==> config.mk <==
export PLATFORM = sky130hd
export DESIGN_NAME = pc_branch_unit
export DESIGN_NICKNAME = d
export VERILOG_FILES = /design/src/rtl/pc_branch_unit.sv
export SDC_FILE = /design/constraint.sdc
export NUM_CORES = 1
export LEC_CHECK = 0
export CORE_AREA = 4 4 110 112
export DETAILED_ROUTE_END_ITERATION = 10
export DIE_AREA = 0 0 114 116
export PLACE_DENSITY_LB_ADDON = 0.15
export RECOVER_POWER = 100
export SYNTH_ARGS = -nofsm -noshare
export SYNTH_HDL_FRONTEND = slang
export SYNTH_SLANG_ARGS = --single-unit
export TNS_END_PERCENT = 30
==> constraint.sdc <==
create_clock -name clk -period 2.9 [get_ports clk]
set_input_delay 0.58 -clock clk [delete_from_list [all_inputs] [get_ports clk]]
set_output_delay 0.58 -clock clk [all_outputs]
set_load 0.1 [all_outputs]
==> src/rtl/pc_branch_unit.sv <==
`default_nettype none
// ============================================================================
//  Module      : pc_branch_unit
//  Description : Program-counter sequencer fed by the ALU stage. Steps the PC,
//                resolves conditional branches on the ALU z/n/p flags, jumps
//                to ALU-computed targets, and keeps a return-address stack
//                that also saves the condition flags for restore on RET.
//  Revision    : 1.0 - initial release
// ============================================================================
module pc_branch_unit #(
  parameter int              PC_W      = 16,
  parameter int              RAS_DEPTH = 4,
  parameter logic [PC_W-1:0] RESET_PC  = 16'h3000
) (
  input  logic            clk,
  input  logic            rst,
  input  logic            en,
  input  logic [2:0]      op,
  input  logic [2:0]      nzp_mask,
  input  logic            z,
  input  logic            n,
  input  logic            p,
  input  logic [PC_W-1:0] offset,
  input  logic [PC_W-1:0] target,
  output logic [PC_W-1:0] pc,
  output logic            taken,
  output logic [15:0]     psr_out,
  output logic            psr_valid,
  output logic            ras_empty,
  output logic            ras_full,
  output logic            ras_overflow,
  output logic            ras_underflow
);

  localparam int PTR_W = $clog2(RAS_DEPTH);
  localparam int CNT_W = PTR_W + 1;
  localparam int ENT_W = PC_W + 3;

  localparam logic [2:0] OP_SEQ  = 3'b000;
  localparam logic [2:0] OP_BR   = 3'b001;
  localparam logic [2:0] OP_JMP  = 3'b010;
  localparam logic [2:0] OP_CALL = 3'b011;
  localparam logic [2:0] OP_RET  = 3'b100;

  localparam logic [CNT_W-1:0] DEPTH_MAX = CNT_W'(RAS_DEPTH);

  // Each entry is {return address, n, z, p}.
  logic [ENT_W-1:0] r_stack [RAS_DEPTH];
  logic [CNT_W-1:0] r_depth;

  logic [PC_W-1:0]  w_pc_inc;
  logic [PC_W-1:0]  w_pc_next;
  logic [CNT_W-1:0] w_depth_dec;
  logic [PTR_W-1:0] w_top_idx;
  logic [PTR_W-1:0] w_push_idx;
  logic [ENT_W-1:0] w_top;
  logic             w_cond;
  logic             w_full;
  logic             w_empty;
  logic             w_taken;
  logic             w_push;
  logic             w_pop;
  logic             w_ovf_set;
  logic             w_unf_set;

  assign w_pc_inc    = pc + 1'b1;
  assign w_cond      = |(nzp_mask & {n, z, p});
  assign w_full      = (r_depth == DEPTH_MAX);
  assign w_empty     = (r_depth == '0);
  assign w_depth_dec = r_depth - 1'b1;
  assign w_top_idx   = w_depth_dec[PTR_W-1:0];
  // Only used when not full, so the low bits always address a free slot.
  assign w_push_idx  = r_depth[PTR_W-1:0];
  assign w_top       = r_stack[w_top_idx];

  assign ras_empty = w_empty;
  assign ras_full  = w_full;

  // Decode the op into the next PC and the stack/sticky side effects.
  always_comb begin
    w_pc_next = w_pc_inc;
    w_taken   = 1'b0;
    w_push    = 1'b0;
    w_pop     = 1'b0;
    w_ovf_set = 1'b0;
    w_unf_set = 1'b0;
    case (op)
      OP_BR: begin
        if (w_cond) begin
          w_pc_next = w_pc_inc + offset;
          w_taken   = 1'b1;
        end
      end
      OP_JMP: begin
        w_pc_next = target;
        w_taken   = 1'b1;
      end
      OP_CALL: begin
        w_pc_next = target;
        w_taken   = 1'b1;
        if (w_full) w_ovf_set = 1'b1;
        else        w_push    = 1'b1;
      end
      OP_RET: begin
        if (w_empty) begin
          w_unf_set = 1'b1;
        end else begin
          w_pop     = 1'b1;
          w_pc_next = w_top[ENT_W-1:3];
          w_taken   = 1'b1;
        end
      end
      default: ;
    endcase
  end

  // PC, pulses, depth counter and sticky error flags.
  always_ff @(posedge clk) begin
    if (rst) begin
      pc            <= RESET_PC;
      taken         <= 1'b0;
      psr_out       <= 16'h0000;
      psr_valid     <= 1'b0;
      r_depth       <= '0;
      ras_overflow  <= 1'b0;
      ras_underflow <= 1'b0;
    end else if (en) begin
      pc        <= w_pc_next;
      taken     <= w_taken;
      psr_valid <= w_pop;
      if (w_pop) begin
        psr_out <= {13'b0, w_top[2:0]};
        r_depth <= w_depth_dec;
      end else if (w_push) begin
        r_depth <= r_depth + 1'b1;
      end
      if (w_ovf_set) ras_overflow  <= 1'b1;
      if (w_unf_set) ras_underflow <= 1'b1;
    end else begin
      taken     <= 1'b0;
      psr_valid <= 1'b0;
    end
  end

  // Stack storage; contents beyond the depth are don't-care, so no reset.
  always_ff @(posedge clk) begin
    if (!rst && en && w_push) begin
      r_stack[w_push_idx] <= {w_pc_inc, n, z, p};
    end
  end

endmodule
`default_nettype wire

-- Word level (Yosys, flattened, before mapping)
Memory sizes are Yosys's and may differ from the RTL's.
Cells that the tools add are included.
- bitwise gates (word level): 2
- $add $sub $neg: 4
- reductions and logical operators: 12
- eq/ne operators: 5
- muxes and demuxes: 17
- operators by type and width (cell ; number):
    16-bit one-hot mux with 3 select lines ; 1
    16-bit 2-to-1 mux ; 2
    16-bit by 1-bit adder with 16-bit output (second input constant) ; 1
    16-bit adder ; 1
    1-bit 2-to-1 mux ; 11
    2-bit AND reduction ; 4
    3-bit by 2-bit equality test with 1-bit output (second input constant) ; 2
    3-bit equality test (second input constant) ; 2
    3-bit 2-to-1 mux ; 2
    2-bit OR reduction ; 2
    3-bit by 1-bit adder with 3-bit output (second input constant) ; 1
    3-bit bitwise AND ; 1
    3-bit by 1-bit equality test with 1-bit output (second input constant) ; 1
    3-bit zero test ; 1
    1-bit one-hot mux with 3 select lines ; 1
    3-bit OR reduction ; 1
    3-bit by 1-bit subtractor with 3-bit output (second input constant) ; 1
    1-bit logical AND ; 2
    2-bit nonzero test ; 1
    1-bit zero test ; 1
    1-bit NOT ; 1
- memories kept: 1
- flip-flop bits (word level): 26
- bits in writable memories: 76
- output and inout bits: 38
- memory list (name ; words ; bits a word ; read ports ; clocked after memory_dff ; wr ports ; line ; source):
    r_stack ; 4 ; 19 ; 1 ; 0 ; 1 ; 48 ; logic [ENT_W-1:0] r_stack [RAS_DEPTH];

-- Logic depth before layout (Yosys ltp)
Gate-level depths: netlist of the first run.
- word-level depth: 6
- gate-level depth with buffers: 13
- mapped depth without buffers: 12

-- Worst setup path before layout of the first run
No wires, ideal clock.
- path kind: reg2reg
- start: register pc[0]
- end: register pc[11]
- cell stages (with the launch flop): 13
- slack: -744 ps
- required time: 2768 ps
- buffers on the path: 1
- period minus slack after synthesis: 3644 ps
- data arrival time: 3512 ps
- cells stage by stage: dfxtp_1 -> ha_1 -> clkbuf_1 -> nand3_1 -> xnor2_1 -> ha_1 -> a21oi_1 -> o211ai_1 -> a221oi_2 -> o21ai_2 -> xor2_1 -> a221oi_1 -> nor3_1
- longest elaborated chain between the ends: 4
- elaborated cells between the ends (all ways): 5
- RTL lines (what ; line ; source):
    from (decl) ; 25 ; output logic [PC_W-1:0] pc,
    from (signal assigned) ; 128 ; pc <= w_pc_next;
    16-bit by 1-bit adder with 16-bit output ; 66 ; assign w_pc_inc = pc + 1'b1;
    via w_pc_inc[4] ; 51 ; logic [PC_W-1:0] w_pc_inc;
    16-bit adder ; 90 ; w_pc_next = w_pc_inc + offset;
    16-bit 2-to-1 mux ; 89 ; if (w_cond) begin
    16-bit one-hot mux with 3 select lines ; 87 ; case (op)
The timed path passes the listed nets, and every way through them passes these cells.
A chain may end at the register's enable or synchronous reset.

-- Worst setup path after layout of the first run
- start: register pc[0]
- end: register pc[14]
The elaborated chain is that of the path after synthesis.

==> results of run 1 <==
[Yosys cell counts (all sizes together), types with 4 or more instances]
| master | instances |
|---|---|
| nor3 | 14 |
| dfxtp | 26 |
| a211oi | 5 |
| mux4 | 19 |
| and2 | 6 |
| nand3 | 23 |
| nand2 | 50 |
| clkbuf | 12 |
| buf | 22 |
| a221oi | 14 |
| a21oi | 22 |
| inv | 13 |
| edfxtp | 76 |
| ha | 26 |
| o21ai | 13 |
| nand4 | 7 |
| nor4 | 4 |
| xor2 | 9 |
| xnor2 | 19 |
| nor2 | 30 |
[per-layer routing]
metal	GRT usage, %	vias up
met5	0	-
met4	6.492	0
met3	3.708	13
met2	35.21	119
met1	27.73	1946
li1	-	1898
[report_power, final]
part / internal [mW] / switching [mW]
combinational: 0.288 / 0.512
clock: 0.593 / 0.566
sequential: 1.60 / 0.0375
[worst max-delay path: cells and delay by family, from the launching register on]
family                     cells  cell delay, ns
AOI/OAI and AO/OA              4            0.76
adders and majority gates      2            0.74
and+or+nand+nor                3            0.49
DFF                            1            0.40
buffers and inverters          2            0.34
[repair_timing]
| item | 4_1_cts | 5_1_grt |
|---|---|---|
| gates resized for setup | 0 | 13 |
| setup buffers | 0 | 1 |
| setup endpoints to repair | 0 | 6 |
[worst min path at each step]
stage                    start          to  slack (ns)  cells after the start
finish              psr_out[1]  psr_out[1]        0.46                      2
global route        psr_out[0]  psr_out[0]        0.49                      2
CTS                 psr_out[0]  psr_out[0]        0.46                      2
detailed placement  psr_out[0]  psr_out[0]        0.45                      2
global placement    psr_out[0]  psr_out[0]        0.44                      2
floorplan           r_depth[2]  r_depth[2]        0.46                      2
[registers in the layout (all words and copies together), names as in the netlist]
register	flops
ras_overflow	1
psr_out	3
psr_valid	1
pc	16
r_stack	76
ras_underflow	1
taken	1
r_depth	3
[per-stage QoR]
stage,power (mW),cells,setup TNS (ns),hold slack (ns)
floorplan,2.212,466,-0.04201,0.4614
global placement,2.450,689,-0.6572,0.4448
detailed placement,2.463,689,-1.078,0.4541
CTS,3.615,705,0,0.4645
global route,3.742,706,-0.1241,0.4910
finish,3.595,706,0,0.4608
[area by class of cell]
| cell class | count | area [um^2] |
|---|---|---|
| Tap cell | 143 | 178.9 |
| Inverter | 13 | 48.80 |
| Fill cell | 940 | 4439 |
| Sequential cell | 102 | 2844 |
| Timing Repair Buffer | 115 | 991.0 |
| Clock buffer | 9 | 225.2 |
| Clock inverter | 7 | 57.56 |
| Multi-Input combinational cell | 317 | 2439 |
[kinds of logic (layout without fill, tap and decap cells)]
family	Yosys count	count (layout)	synth area share, %
AND/OR/NAND/NOR	149	149	13.56
flip-flops	102	102	52.36
AO/OA/AOI/OAI	80	80	10.40
buffers and inverters	47	144	4.394
XOR/XNOR	28	28	4.582
adder cells (fa/ha/maj)	27	27	6.452
multiplexers	20	20	8.181
other	1	13	0.07006
==> run metrics, run 1 <==
clock root buffer=clkbuf_16; antenna-violating nets left=0; CP Max Fanout=6; worst-skew pair later-pin latency=0.35 ns; most common cell after layout, fill and taps aside=edfxtp_1; post-route cell area=0.006784 mm^2; Slew Limit Fails=0; Die Y=116 um; routed length on met3=630 um; Slowest-stage cell, CP=fa_1; H-Tree Depth=3; Post-Syn Area=0.005353 mm^2; clk sinks=around 100; R2R Setup Slk=approximately 0.085 ns; share of layout cells above drive strength 1=between 20% and 30%; reg2reg end=pc[14]; number of synthesized flops with an enable pin=76; clock skew=0.006618 ns; RD Place Congestion=0.8853; Max Clk Rate=355.3 MHz; reg2reg start=pc[0]; quantity of hold-fixing buffers added after cts=0; Primary FF master, synth=edfxtp_1; Final Worst Setup Slack=0.08547 ns; Tcrit/Tclk final=97.05%; first-pass GRT wire length=20.95 mm; crit-path cells=ha_2 -> clkbuf_1 -> fa_1 -> a21oi_1 -> o21ai_1 -> a21oi_1 -> buf_4 -> nor2_1 -> nor4_1 -> nor2_1 -> o41ai_1; number of global-route vias before repair=just under 4,000; Avg Synthesized Cell Area=about 12 um^2; CTS buffer count=9; post-DP HPWL=between 9 and 10 mm; area of the core=0.01122 mm^2; FF-to-FF path depth=11; async set-reset flop share out of synthesis=0%; pwr/cell area=530.0 mW/mm^2; Worst Setup EP=pc[14]; synth unique cells=57; post-synthesis sequential area ratio=roughly 52%; critical path startpoint category=register; via count=~4,000; Area after DPL=0.006467 mm^2; initial antenna violation count=0; port bufs=68; Routed WL=13.51 mm; YS warnings=0; fin util=60.45%; clk slew on worst S/H paths=0.07 ns; DR iter-0 viols=263; min-delay worst type=reg2reg; Slew headroom=64.55%; Clock Path Buffers=2; IO Pins=82; met2 WL=6.743 mm; # diodes=0; Congestion Overflow GR=0; Tightest Pin Transition=0.5318 ns; status=complete, no violations; CTS tree=built; CP Class=reg2reg; most frequent cells in the layout=edfxtp_1, buf_4, nand2_1; final worst path period need=2.815 ns; Layout Nets=629; die width=114 um; Post-route DRC=0; Worst setup startpoint=pc[0]; unrepaired setup endpoints after global routing=true; post-place setup slack=-0.2199 ns; post-DR wirelength/cell=19.14 um; maxcap violations=0; Crit path largest cell delay=0.45 ns; overall routing resource usage=20.90%; ranking of synthesized cells by area=edfxtp_1, dfxtp_1, mux4_2; Max Used Layer=met4; WP data arrival=3.05 ns; final hold vios=0; drt first pass iters=5; Mapped Cells=454; DIE AREA=roughly 0.013 mm^2; area delta synth->final=26.74%; final setup fails=0; vias per std cell=approximately 5.6; Post-Route M1 WL=between 5 and 6 mm; Worst Path Required=about 3.1 ns; Synth area leader=edfxtp_1; placement row count=39; Initial Util=47.69%; FF+latch count, synth=around 100; leakage power=2.480 nW; crit path capture type=register; area share of the largest cell type after synthesis=42.64%; pin count of the biggest net entering global routing=29; Peak VDD IR=0.3484 mV
Power figures use the tool's default switching activity.
==> inputs of run 2 (changes only) <==
--- a/config.mk
+++ b/config.mk
@@ -5,9 +5,9 @@
 export SDC_FILE = /design/constraint.sdc
 export NUM_CORES = 1
 export LEC_CHECK = 0
-export CORE_AREA = 4 4 110 112
+export CORE_AREA = 4 4 121 123
 export DETAILED_ROUTE_END_ITERATION = 10
-export DIE_AREA = 0 0 114 116
+export DIE_AREA = 0 0 125 127
 export PLACE_DENSITY_LB_ADDON = 0.15
 export RECOVER_POWER = 100
 export SYNTH_ARGS = -nofsm -noshare
==> run metrics, run 2 (synthesized netlist as in run 1, its figures left out) <==
antenna-violating nets left=0 (unchanged); number of global-route vias before repair=4,001 (+0.65%); Area after DPL=0.006524 mm^2 (+0.87%); Crit path max-delay family=compound AO/OA/AOI/OAI gates; placement row count=43 (+10%); status=complete, no violations; most frequent cells in the layout=edfxtp_1, nand2_1, clkbuf_1; Tot Pwr=3.681 mW (+2.4%); post-route cell area=0.006774 mm^2 (-0.15%); clk slew on worst S/H paths=0.08 ns (about the same); maxcap violations=0 (unchanged); die width=125 um (+9.6%); Crit path largest cell delay=0.40 ns (-0.05 ns); crit path capture type=register; most common cell after layout, fill and taps aside=edfxtp_1; overall routing resource usage=18.28% (-2.6 points); first-pass GRT wire length=22.37 mm (+6.8%); CTS buffer count=9 (unchanged); IO Pins=82 (unchanged); # diodes=0 (unchanged); Worst Path Required=3.20 ns (+0.06 ns); Tightest Pin Transition=1.256 ns (+0.7246 ns); Congestion Overflow GR=0 (unchanged); H-Tree Depth=3 (unchanged); cell mode on critical path=o211ai_1; Slowest-stage cell, CP=dfxtp_4; FF+latch area=0.002844 mm^2 (unchanged); Post-route DRC=0 (unchanged); CP Max Fanout=6 (unchanged); WP data arrival=3.09 ns (+0.04 ns); clk sinks=102 (unchanged); DP Cell Count=729 (+5.8%); unrepaired setup endpoints after global routing=false; fill cell count=1,301 (+38%); pin count of the biggest net entering global routing=38 (+31%); RD Place Congestion=0.8842 (-0.12%); vias per std cell=5.378 (-4.5%); final setup fails=0 (unchanged); Layout Nets=635 (+0.95%); port bufs=68 (unchanged); Max Clk Rate=358.1 MHz (+0.80%); post-DR wirelength/cell=19.34 um (+1.1%); drt first pass iters=5 (unchanged); Finished Layout Cells=749 (+6.1%); hold-critical path depth=2 (unchanged); Routed WL=14.49 mm (+7.2%); CTS tree=built; CP Class=reg2reg; Clock Path Buffers=2 (unchanged); pwr/cell area=543.4 mW/mm^2 (+2.5%); area of the core=0.01367 mm^2 (+22%); via count=4,028 (+1.3%); WP depth=11 (unchanged); Die Y=127 um (+9.5%); Slew Limit Fails=0 (unchanged); Peak VDD IR=0.4879 mV (+40%); crit-path cells=and2_1 -> nand2_1 -> xnor2_4 -> ha_1 -> o211ai_1 -> o211ai_1 -> a221oi_2 -> o21ai_2 -> nand3_1 -> a2111oi_4 -> a211o_1; worst-skew pair later-pin latency=0.36 ns (about the same); final worst path period need=2.792 ns (-0.02227 ns); final hold vios=0 (unchanged); Tcrit/Tclk final=96.28% (-0.77 points); Final TNS setup=0 ns (unchanged); max FFs per register=76 (unchanged); leakage power=2.384 nW (-3.8%); min-delay worst type=reg2reg; initial antenna violation count=0 (unchanged); post-DP HPWL=10.35 mm (+5.9%); quantity of hold-fixing buffers added after cts=0 (unchanged); multi-input logic area=0.002496 mm^2 (+2.4%); Top reg by flops=r_stack; WHS=0.4578 ns (-0.002995 ns); DR iter-0 viols=358 (+36%); FF-to-FF path depth=11 (unchanged); Slew headroom=16.60% (-48 points); share of layout cells above drive strength 1=18.80% (-4.3 points); clock skew=0.009225 ns (+0.002607 ns); clock root buffer=clkbuf_16; Bufs and invs on worst path=0 (-2); Initial Util=39.17% (-8.5 points); critical path startpoint category=register; DIE AREA=0.01588 mm^2 (+20%); largest registers=r_stack x76, pc x16; area delta synth->final=26.55%
[run 2: routing by layer]
metal,global-route usage (%),wire length (um),vias to the layer above
met5,0,0,-
met4,3.699,102,0
met3,5.309,959,11
met2,30.59,7054,128
met1,23.92,6371,1980
li1,-,-,1909
[run 2: stage by stage]
| step | utilization, % | worst slack [ns] |
|---|---|---|
| after floorplan | - | -0.03533 |
| after global placement | 47.74 | -0.1240 |
| after detailed placement | 47.74 | -0.1397 |
| after CTS | 50.12 | 0.001936 |
| after global routing | 49.57 | 0.03058 |
| final | 49.57 | 0.1077 |
[run 2: final cells by class]
class	instances	share of cell area [%]
well taps	180	3.325
repair buffers	121	12.62
flip-flops and latches	102	41.98
multi-input cells	317	36.85
clock inverters	6	0.8127
inverters	13	0.7204
clock buffers	10	3.694
[run 2: what timing repair did]
action | in CTS | in global routing
pin swaps | 1 | 5
endpoints found under the setup margin | 3 | 9
buffers inserted | 0 | 4
resized for setup | 3 | 20
[run 2: worst paths after layout]
path	from	endpoint	slack (ns)
setup / recovery	pc[0]	pc[13]	0.11
hold / removal	psr_out[1]	psr_out[1]	0.46
setup reg to reg	pc[0]	pc[13]	0.11
hold reg to reg	psr_out[1]	psr_out[1]	0.46
[run 2: tightest hold or removal path, stage by stage, from the launching register on]
cell and delay, ns:
dfxtp_1 0.31, nand2_1 0.05, a21oi_1 0.05
[run 2: report_power, final]
| part | internal, mW | switching, mW | total, mW |
|---|---|---|---|
| combinational | 0.277 | 0.525 | 0.802 |
| clock | 0.656 | 0.589 | 1.24 |
| sequential | 1.60 | 0.0362 | 1.63 |
==> inputs of run 3 (changes only) <==
--- a/config.mk
+++ b/config.mk
@@ -10,6 +10,8 @@
 export DIE_AREA = 0 0 125 127
 export PLACE_DENSITY_LB_ADDON = 0.15
 export RECOVER_POWER = 100
+export SETUP_SLACK_MARGIN = 0.3
+export SKIP_CTS_REPAIR_TIMING = 1
 export SYNTH_ARGS = -nofsm -noshare
 export SYNTH_HDL_FRONTEND = slang
 export SYNTH_SLANG_ARGS = --single-unit
==> run metrics, run 3 (synthesized netlist as in run 1, its figures left out) <==
Final Worst Setup Slack=0.1702 ns (+0.06243 ns); H-Tree Depth=3 (unchanged); CP Class=reg2reg; Clock Path Buffers=2 (unchanged); combinational power share=22.2% (+0.4 points); initial antenna violation count=0 (unchanged); Layout Nets=645 (+1.6%); Routed WL=15.49 mm (+6.9%); pwr/cell area=550.2 mW/mm^2 (+1.3%); DIE AREA=0.01588 mm^2 (unchanged); RD Place Congestion=0.8888 (+0.52%); Max Clk Rate=366.3 MHz (+2.3%); fraction of power consumed by sequential logic=41.7% (-2.7 points); area delta synth->final=33.12%; crit path capture type=register; # diodes=0 (unchanged); Post-Route M1 WL=6.705 mm (+5.2%); share of layout cells above drive strength 1=24.18% (+5.4 points); most frequent cells in the layout=edfxtp_1, nand2_1, buf_4; pin count of the biggest net entering global routing=26 (-32%); Tot Pwr=3.921 mW (+6.5%); Tightest Pin Transition=1.177 ns (-0.07937 ns); Worst Path Required=3.13 ns (-0.07 ns); post-route cell area=0.007126 mm^2 (+5.2%); min-delay worst type=reg2reg; Initial Util=39.17% (unchanged); status=complete, no violations; Peak VDD IR=0.2877 mV (-41%); first-pass GRT wire length=23.89 mm (+6.8%); CTS tree=built; port bufs=68 (unchanged); Clock power frac=36.1% (+2.3 points); DR iter-0 viols=303 (-15%); clock skew=0.009059 ns (-0.0001655 ns); Congestion Overflow GR=0 (unchanged); fin util=52.14% (+2.6 points); Die Y=127 um (unchanged); routed length on met3=870 um (-9.3%); unrepaired setup endpoints after global routing=true; die width=125 um (unchanged); most common cell after layout, fill and taps aside=edfxtp_1; overall routing resource usage=19.49% (+1.2 points); placement row count=43 (unchanged); largest registers=r_stack x76, pc x16; clk slew on worst S/H paths=0.07 ns (about the same); Net Sw Frac=29.49% (-1.8 points); IO Pins=82 (unchanged); Tcrit/Tclk final=94.13% (-2.2 points); Area after DPL=0.006646 mm^2 (+1.9%); clock root buffer=clkbuf_16; WP data arrival=2.96 ns (-0.13 ns); via count=4,203 (+4.3%); number of global-route vias before repair=4,225 (+5.6%); area of the core=0.01367 mm^2 (unchanged); Slew Limit Fails=0 (unchanged); Slew headroom=21.87% (+5.3 points); met2 WL=7.577 mm (+7.4%); Post-route DRC=0 (unchanged); vias per std cell=5.538 (+3.0%); Int Pwr=2.765 mW (+9.2%); worst-skew pair later-pin latency=0.35 ns (about the same); leakage power=2.483 nW (+4.2%); final hold vios=0 (unchanged); critical path startpoint category=register; post-DP HPWL=10.66 mm (+3.0%); post-place setup slack=-0.1994 ns (-0.05969 ns); drt first pass iters=5 (unchanged); maxcap violations=0 (unchanged); Net Sw Power=1.156 mW (+0.55%); max FFs per register=76 (unchanged); Top reg by flops=r_stack; clk sinks=102 (unchanged); antenna-violating nets left=0 (unchanged); CTS buffer count=9 (unchanged); final setup fails=0 (unchanged); CP Max Fanout=6 (unchanged); post-DR wirelength/cell=20.41 um (+5.5%); final worst path period need=2.730 ns (-0.06243 ns); Max Used Layer=met4
==> run 3: changes by cell type in the layout (fill, tap and decap cells not counted), moves of 3 or more <==
cell,delta
ha_1,-6
ha_4,+4
bufinv_16,+3
xnor2_4,+4
a21oi_1,-3
clkbuf_2,-3
buf_4,+14
xnor2_2,-3
nand3_1,-3
==> run 3: critical path, stage by stage (launching register included) <==
cell and delay [ns]:
dfxtp_4 0.41, ha_4 0.23, xor2_1 0.24, ha_1 0.31, o211ai_1 0.25, o211ai_1 0.17, a221oi_2 0.34, o21ai_2 0.17
xor2_1 0.16, a221oi_1 0.26, nor3_1 0.07
==> run 3: stage by stage <==
stage / hold WS [ns] / std cells / TNS (ns)
detailed placement: 0.4469 / 722 / -1.114
floorplan: 0.4613 / 466 / 0
finish: 0.4541 / 759 / 0
global placement: 0.4439 / 722 / -0.6572
global route: 0.4876 / 759 / 0
CTS: 0.4566 / 738 / 0
==> run 3: area by class of cell <==
cell class | count | area [um^2]
Fill cell | 1224 | 6540
Inverter | 13 | 48.80
Sequential cell | 102 | 2850
Clock buffer | 10 | 229.0
Timing Repair Buffer | 131 | 957.2
Clock inverter | 6 | 116.4
Multi-Input combinational cell | 317 | 2699
Tap cell | 180 | 225.2
==> run 3: power groups by stage <==
| stage | sequential [mW] | clock, mW | combinational (mW) |
|---|---|---|---|
| after floorplan | 1.80 | 0 | 0.445 |
| after global placement | 1.67 | 0 | 0.820 |
| after detailed placement | 1.67 | 0 | 0.827 |
| after CTS | 1.64 | 1.44 | 0.833 |
| after global routing | 1.64 | 1.50 | 0.929 |
| final | 1.63 | 1.41 | 0.871 |
==> run 3: worst paths after layout <==
check	slack, ns	to	startpoint	cells after the start
worst max-delay path	0.17	pc[11]	pc[0]	10
worst max register to register	0.17	pc[11]	pc[0]	10
worst min register to register	0.45	psr_out[2]	psr_out[2]	2
worst min-delay path	0.45	psr_out[2]	psr_out[2]	2
==> run 3: metal layers <==
metal	global-route usage [%]	vias to the layer above
met5	0	-
met4	6.888	0
met3	2.717	25
met2	32.65	162
met1	26.15	2088
li1	-	1928
